## config.mk

```make
export PLATFORM = sky130hd
export DESIGN_NAME = axi_lite_regfile
export DESIGN_NICKNAME = d
export VERILOG_FILES = /design/src/rtl/axi_lite_regfile.sv
export SDC_FILE = /design/constraint.sdc
export NUM_CORES = 1
export LEC_CHECK = 0
export CORE_AREA = 2 2 281 283
export CTS_CLUSTER_DIAMETER = 40
export DETAILED_ROUTE_END_ITERATION = 10
export DIE_AREA = 0 0 283 285
export MAX_ROUTING_LAYER = met4
export SYNTH_ARGS = -nofsm -noshare
export SYNTH_HDL_FRONTEND = slang
export SYNTH_SLANG_ARGS = --single-unit
```

## constraint.sdc

```tcl
create_clock -name clk -period 7.2 [get_ports clk]
set_input_delay 1.08 -clock clk [delete_from_list [all_inputs] [get_ports clk]]
set_output_delay 1.08 -clock clk [all_outputs]
set_load 0.02 [all_outputs]
```

## src/rtl/axi_lite_regfile.sv

```systemverilog
// AXI4-Lite slave register bank: ID and status words (read-only) at
// registers 0 and 1, byte-writable control registers above them. One
// transaction at a time per channel; read and write channels run
// independently.
module axi_lite_regfile #(
    parameter int unsigned NUM_REGS = 16,
    parameter logic [31:0] ID_VALUE = 32'hD1C0_0001
) (
    input  logic                     clk,
    input  logic                     rst,

    input  logic [31:0]              s_axi_awaddr,
    input  logic [2:0]               s_axi_awprot,
    input  logic                     s_axi_awvalid,
    output logic                     s_axi_awready,

    input  logic [31:0]              s_axi_wdata,
    input  logic [3:0]               s_axi_wstrb,
    input  logic                     s_axi_wvalid,
    output logic                     s_axi_wready,

    output logic [1:0]               s_axi_bresp,
    output logic                     s_axi_bvalid,
    input  logic                     s_axi_bready,

    input  logic [31:0]              s_axi_araddr,
    input  logic [2:0]               s_axi_arprot,
    input  logic                     s_axi_arvalid,
    output logic                     s_axi_arready,

    output logic [31:0]              s_axi_rdata,
    output logic [1:0]               s_axi_rresp,
    output logic                     s_axi_rvalid,
    input  logic                     s_axi_rready,

    input  logic [31:0]              status_in,
    output logic [32*NUM_REGS-1:0]   ctrl_out,
    output logic [NUM_REGS-1:0]      wr_pulse
);

    localparam int unsigned LW = $clog2(NUM_REGS);

    localparam logic [1:0] RESP_OKAY   = 2'b00;
    localparam logic [1:0] RESP_SLVERR = 2'b10;

    typedef enum logic { W_IDLE, W_RESP } wstate_t;
    typedef enum logic { R_IDLE, R_RESP } rstate_t;

    // Register storage; entries 0 and 1 are never written and stay zero,
    // which keeps their ctrl_out slices at 0.
    logic [31:0]          r_regs [NUM_REGS];

    wstate_t              r_wstate;
    logic                 r_awready;
    logic                 r_wready;
    logic                 r_bvalid;
    logic [1:0]           r_bresp;
    logic                 r_aw_held;
    logic [31:0]          r_aw_addr;
    logic                 r_w_held;
    logic [31:0]          r_w_data;
    logic [3:0]           r_w_strb;
    logic [NUM_REGS-1:0]  r_wr_pulse;

    rstate_t              r_rstate;
    logic                 r_arready;
    logic                 r_rvalid;
    logic [31:0]          r_rdata;
    logic [1:0]           r_rresp;

    logic                 w_aw_hs;
    logic                 w_w_hs;
    logic                 w_commit;
    logic [31:0]          w_aw_addr;
    logic [31:0]          w_w_data;
    logic [3:0]           w_w_strb;
    logic [LW-1:0]        w_widx;
    logic                 w_win_range;
    logic                 w_wr_rw;

    logic                 w_ar_hs;
    logic [LW-1:0]        w_ridx;
    logic                 w_rin_range;
    logic [31:0]          w_rdata_mux;
    logic                 w_unused;

    // Readies are registered, so the handshake is simply valid & ready.
    assign w_aw_hs  = s_axi_awvalid & r_awready;
    assign w_w_hs   = s_axi_wvalid & r_wready;
    assign w_commit = (r_aw_held | w_aw_hs) & (r_w_held | w_w_hs);

    // A held channel takes priority; otherwise the live bus values are used.
    assign w_aw_addr   = r_aw_held ? r_aw_addr : s_axi_awaddr;
    assign w_w_data    = r_w_held  ? r_w_data  : s_axi_wdata;
    assign w_w_strb    = r_w_held  ? r_w_strb  : s_axi_wstrb;
    assign w_widx      = w_aw_addr[LW+1:2];
    assign w_win_range = (w_aw_addr[31:LW+2] == '0);
    assign w_wr_rw     = w_win_range && (w_widx >= LW'(2));

    assign w_ar_hs     = s_axi_arvalid & r_arready;
    assign w_ridx      = s_axi_araddr[LW+1:2];
    assign w_rin_range = (s_axi_araddr[31:LW+2] == '0);

    assign w_unused = ^{s_axi_awprot, s_axi_arprot, s_axi_araddr[1:0], w_aw_addr[1:0]};

    // Read data selection at the AR handshake (pre-write value on a same-edge commit).
    always_comb begin
        w_rdata_mux = '0;
        if (w_rin_range) begin
            if (w_ridx == LW'(0)) begin
                w_rdata_mux = ID_VALUE;
            end else if (w_ridx == LW'(1)) begin
                w_rdata_mux = status_in;
            end else begin
                w_rdata_mux = r_regs[w_ridx];
            end
        end
    end

    // Write channel FSM: latch AW and W independently, commit when both are present.
    always_ff @(posedge clk) begin
        if (rst) begin
            r_wstate   <= W_IDLE;
            r_awready  <= 1'b0;
            r_wready   <= 1'b0;
            r_bvalid   <= 1'b0;
            r_bresp    <= RESP_OKAY;
            r_aw_held  <= 1'b0;
            r_aw_addr  <= '0;
            r_w_held   <= 1'b0;
            r_w_data   <= '0;
            r_w_strb   <= '0;
            r_wr_pulse <= '0;
            for (int unsigned k = 0; k < NUM_REGS; k++) begin
                r_regs[k] <= '0;
            end
        end else begin
            r_wr_pulse <= '0;
            unique case (r_wstate)
                W_IDLE: begin
                    if (w_commit) begin
                        r_wstate  <= W_RESP;
                        r_aw_held <= 1'b0;
                        r_w_held  <= 1'b0;
                        r_awready <= 1'b0;
                        r_wready  <= 1'b0;
                        r_bvalid  <= 1'b1;
                        r_bresp   <= w_win_range ? RESP_OKAY : RESP_SLVERR;
                        if (w_wr_rw) begin
                            for (int unsigned i = 0; i < 4; i++) begin
                                if (w_w_strb[i]) begin
                                    r_regs[w_widx][8*i +: 8] <= w_w_data[8*i +: 8];
                                end
                            end
                            if (|w_w_strb) begin
                                r_wr_pulse[w_widx] <= 1'b1;
                            end
                        end
                    end else begin
                        if (w_aw_hs) begin
                            r_aw_held <= 1'b1;
                            r_aw_addr <= s_axi_awaddr;
                        end
                        if (w_w_hs) begin
                            r_w_held <= 1'b1;
                            r_w_data <= s_axi_wdata;
                            r_w_strb <= s_axi_wstrb;
                        end
                        r_awready <= ~(r_aw_held | w_aw_hs);
                        r_wready  <= ~(r_w_held | w_w_hs);
                    end
                end
                W_RESP: begin
                    if (s_axi_bready) begin
                        r_wstate  <= W_IDLE;
                        r_bvalid  <= 1'b0;
                        r_bresp   <= RESP_OKAY;
                        r_awready <= 1'b1;
                        r_wready  <= 1'b1;
                    end
                end
            endcase
        end
    end

    // Read channel FSM: register data and response at the AR handshake, hold until rready.
    always_ff @(posedge clk) begin
        if (rst) begin
            r_rstate  <= R_IDLE;
            r_arready <= 1'b0;
            r_rvalid  <= 1'b0;
            r_rdata   <= '0;
            r_rresp   <= RESP_OKAY;
        end else begin
            unique case (r_rstate)
                R_IDLE: begin
                    if (w_ar_hs) begin
                        r_rstate  <= R_RESP;
                        r_arready <= 1'b0;
                        r_rvalid  <= 1'b1;
                        r_rdata   <= w_rdata_mux;
                        r_rresp   <= w_rin_range ? RESP_OKAY : RESP_SLVERR;
                    end else begin
                        r_arready <= 1'b1;
                    end
                end
                R_RESP: begin
                    if (s_axi_rready) begin
                        r_rstate  <= R_IDLE;
                        r_rvalid  <= 1'b0;
                        r_arready <= 1'b1;
                    end
                end
            endcase
        end
    end

    for (genvar k = 0; k < NUM_REGS; k++) begin : g_ctrl
        assign ctrl_out[32*k +: 32] = r_regs[k];
    end

    assign s_axi_awready = r_awready;
    assign s_axi_wready  = r_wready;
    assign s_axi_bvalid  = r_bvalid;
    assign s_axi_bresp   = r_bresp;
    assign s_axi_arready = r_arready;
    assign s_axi_rvalid  = r_rvalid;
    assign s_axi_rdata   = r_rdata;
    assign s_axi_rresp   = r_rresp;
    assign wr_pulse      = r_wr_pulse;

endmodule

```

### Word-level counts from Yosys, hierarchy flattened

Memory sizes are Yosys's and may differ from the RTL's.
Cells that the tools add are included.

* magnitude comparators: 3
* equal/unequal tests: 5
* mux-type cells: 66
* bitwise logic cells: 13
* reductions and logical operators: 17

Operators with widths (count)
* two-way mux 32 bit: 6
* logical NOT 26 bit: 2
* two-way mux 1 bit: 44
* OR reduction 32 bit: 1
* one-hot mux 1 bit (2 select lines): 7
* two-way mux 4 bit: 3
* AND reduction 2 bit: 5
* two-way mux 2 bit: 4
* != test 2 bit (second input constant): 4
* inverter 1 bit: 7
* AND reduction 3 bit: 2
* less-than comparator 4 x 5 -> 1 bit (second input constant): 1
* OR reduction 5 bit: 1
* bitwise AND 1 bit: 4
* demux 1 bit (select 4 bit): 1
* equality test 4 x 1 -> 1 bit (second input constant): 1
* greater-or-equal comparator 4 x 1 -> 1 bit (second input constant): 1
* greater-or-equal comparator 4 x 2 -> 1 bit (second input constant): 1
* logical NOT 4 bit: 1
* one-hot mux 2 bit (2 select lines): 1
* nonzero test 2 bit: 2
* OR reduction 4 bit: 1
* logical AND 1 bit: 2
* OR 1 bit: 2

* bits in registers: 129
* bits in writable memories: 512
* bits of input ports: 145
* word-level logic and storage cells: 121
* memories: 1

Memories
* r_regs: depth 16, bits a word 32, rd ports 17, clocked after memory_dff 0, write ports 16, line 51 `logic [31:0] r_regs [NUM_REGS];`

### Logic depth before layout (Yosys ltp)

* word-level depth: 10
* gate-level depth with buffers: 9
* mapped depth without buffers: 5

### Worst setup path after synthesis

No wires, ideal clock.

* path kind: input-to-reg
* start: input s_axi_awvalid
* end: memory r_regs[10][0] (enable)
* library setup time: 0.313 ns
* arrival time: 2.742 ns
* path slack: 4.145 ns
* cell stages on the path: 7
* buffers on the path: 2
* cells stage by stage: a21oi_1 > or3_1 > a2111oi_4 > and2_1 > buf_4 > buf_4 > a31o_2

RTL lines
* start, declared: line 14 `input logic s_axi_awvalid,`
* end, declared: line 51

==> metrics.txt <==
top-count cell post-synth=nor2_1; area grow syn2layout=41.84%; CP Cell Sequence=a21oi_1, or3_1, a2111oi_4, buf_4, and2_2, buf_4, a31o_2; WP data arrival=4790 ps; delay-heaviest family, CP=simple AND/OR/NAND/NOR gates; I/O Buffers=701; via count=21220; Total Routing Usage GR=28.52%; Slew Limit Fails=0; critical setup path kind=flip-flop to flip-flop; fin crit period=4469 ps; Worst Hold Class=flip-flop to flip-flop; Max Buffers Root-to-Sink=3; synthesized area=27340 um2; post-synth top area cell=edfxtp_1; final non-filler cell total=4012; routing usage on met2=45.25%; Setup crit end kind=flip-flop; Final HPWL DP=85710 um; Slew @ Worst Pin=1138 ps; # hold bufs at CTS=0; Fin. Hold Viols=0; Pre-antenna DRT Iters=5; Buf/Inv on CP=2; setup TNS=0 ps; worst setup path start=r_w_held; Synth Register Bits=637; layout cells sized above 1=14.86%; Max Cap Violations=0; Final ANT Viol Nets=0; crit share post-route=62.07%; met3 GRT Util=7.192%; Overall Power=10.35 mW; LEAKAGE=13.59 nW; clock root buffer=clkbuf_16; CTS tree=done; Ports=714; Avg Cell Area, Syn=12.56 um2; required time worst endpoint=7520 ps; Starting Density=35.07%; Worst path slowest cell=dfxtp_2; Post-Synthesis Cells=2177; clock slew at reported path FFs=50 ps; vias in the first global route=21113; RSZ-0062 raised after global routing=false; Post-CTS Setup Inserts=0; Final setup viols=0; status=complete, no violations; CTS Buf Count=101; Post-synth ARST share=0%; DR vias/cell=5.289; Clock Sinks=637; Worst path most repeated cell=buf_4; cts repair resizes=0; GRT Residual Overflow=0; chip width=283 um; origin of the critical flop-to-flop path=r_w_held; busiest grt layer=met2; Die H=285 um; placed insts=3822; First DRT Iteration DRCs=1950; Yosys Warn Count=0; Die ar.=80660 um2; core area=77970 um2; main area contributors after synthesis=edfxtp_1, dfxtp_1, nor2_1, mux4_2, nand2_1; Post-synth top cells=nor2_1, edfxtp_1, nand2_1; Distinct cells, synth=45; # rows=103; prevailing post-synth register cell=edfxtp_1; hold path start=s_axi_rdata[18]; Max transition margin=23.95%; first-pass GRT wire length=159900 um; gpl congestion=0.9723; final clock skew=27.35 ps; maximum VDD drop=0.1900 mV; PD cells=266.9 nW/um2; sequential-to-total area share from yosys stat=65.38%; CP peak stage delay=990 ps; Net count, final=3020; largest net degree at the start of global routing=106; CP Launch Type=flip-flop; Routed WL per cell=28.55 um; DRC viols=0; initial antenna violation count=3; Synth top area share=56.23%; EDFF count, synth=512; fmax=223.7 MHz; H-tree depth=3; M1 GR Usage=35.79%; maximum fanout along the worst path=38; Detailed Route WL=114500 um; worst skew pair latency=670 ps
[registers in the layout (all words and copies together) (netlist names)]
signal and count:
r_aw_addr 30, r_aw_held 1, r_regs 512, r_rstate 1, r_w_data 32, r_w_held 1, r_w_strb 4, r_wstate 1
s_axi_arready 1, s_axi_awready 1, s_axi_bresp 1, s_axi_bvalid 1, s_axi_rdata 32, s_axi_rresp 1, s_axi_rvalid 1, s_axi_wready 1
wr_pulse 16
[routing by layer]
metal | share of wire, % | vias to the layer above
met2 | 48 | 1134
met4 | 3.3 | 0
met1 | 40 | 10704
met3 | 9.0 | 161
li1 | - | 9221
met5 | 0 | -
[kinds of logic (layout without fill, tap and decap cells)]
logic type,count (synthesis),count (layout),synth area share (%)
AO/OA/AOI/OAI,281,281,6.781
other,1,69,0.01371
AND/OR/NAND/NOR,861,861,13.10
multiplexers,197,197,11.49
buffers and inverters,200,917,3.230
flip-flops,637,637,65.38
[worst register-to-register path, cell delays in order, from the launching register on]
cell and delay, ps:
dfxtp_2 990, a21oi_1 240, or3_1 480, a2111oi_4 330, buf_4 390, and2_2 740
buf_4 520, a31o_2 450
[worst paths after layout]
path	to	slack [ps]	cells after the start
worst max-delay path	r_regs[2][15]	2730	7
worst max register to register	r_regs[2][15]	2730	7
worst min-delay path	s_axi_rdata[18]	450	2
worst min register to register	s_axi_rdata[18]	450	2
[per-stage QoR]
step / hold slack [ps] / setup slack [ps] / area [um2] / util (%)
finish: 449.6 / 2731 / 38790 / 49.75
global route: 465.2 / 2583 / 38790 / 49.75
CTS: 450.1 / 2781 / 38780 / 49.74
detailed placement: 442.8 / 2313 / 35280 / 45.25
global placement: 434.5 / 2338 / 35280 / 45.25
floorplan: 432.9 / 4145 / 27600 / -
[area by class of cell]
type | instances | area [um2]
antenna | 1 | 2.502
clock inverter | 79 | 923.4
sequential | 637 | 17880
tap | 1050 | 1314
timing repair buffer | 722 | 7198
multi-input combinational | 1407 | 8866
clock buffer | 110 | 2581
fill | 6804 | 39180
inverter | 6 | 22.52
[layout by cell type (no fill, tap or decap), types with 32 or more instances in the layout]
cell type and instances:
dfxtp_1 124, nor2_1 525, conb_1 68, clkdlybuf4s50_1 696
a31o_2 57, o21ai_0 32, a21oi_1 99, mux2_2 76
mux4_2 86, mux2i_1 34, clkbuf_16 101, edfxtp_1 512
nand2_1 240
[report_power, final]
group	internal [mW]	leakage, nW	total [mW]	switching (mW)
Sequential	4.12	6.27	4.23	0.109
Clock	3.08	1.69	4.97	1.90
Combinational	0.446	5.63	1.15	0.703
Total	7.64	13.6	10.4	2.71
Note: power is estimated with default switching activity, not from simulation.
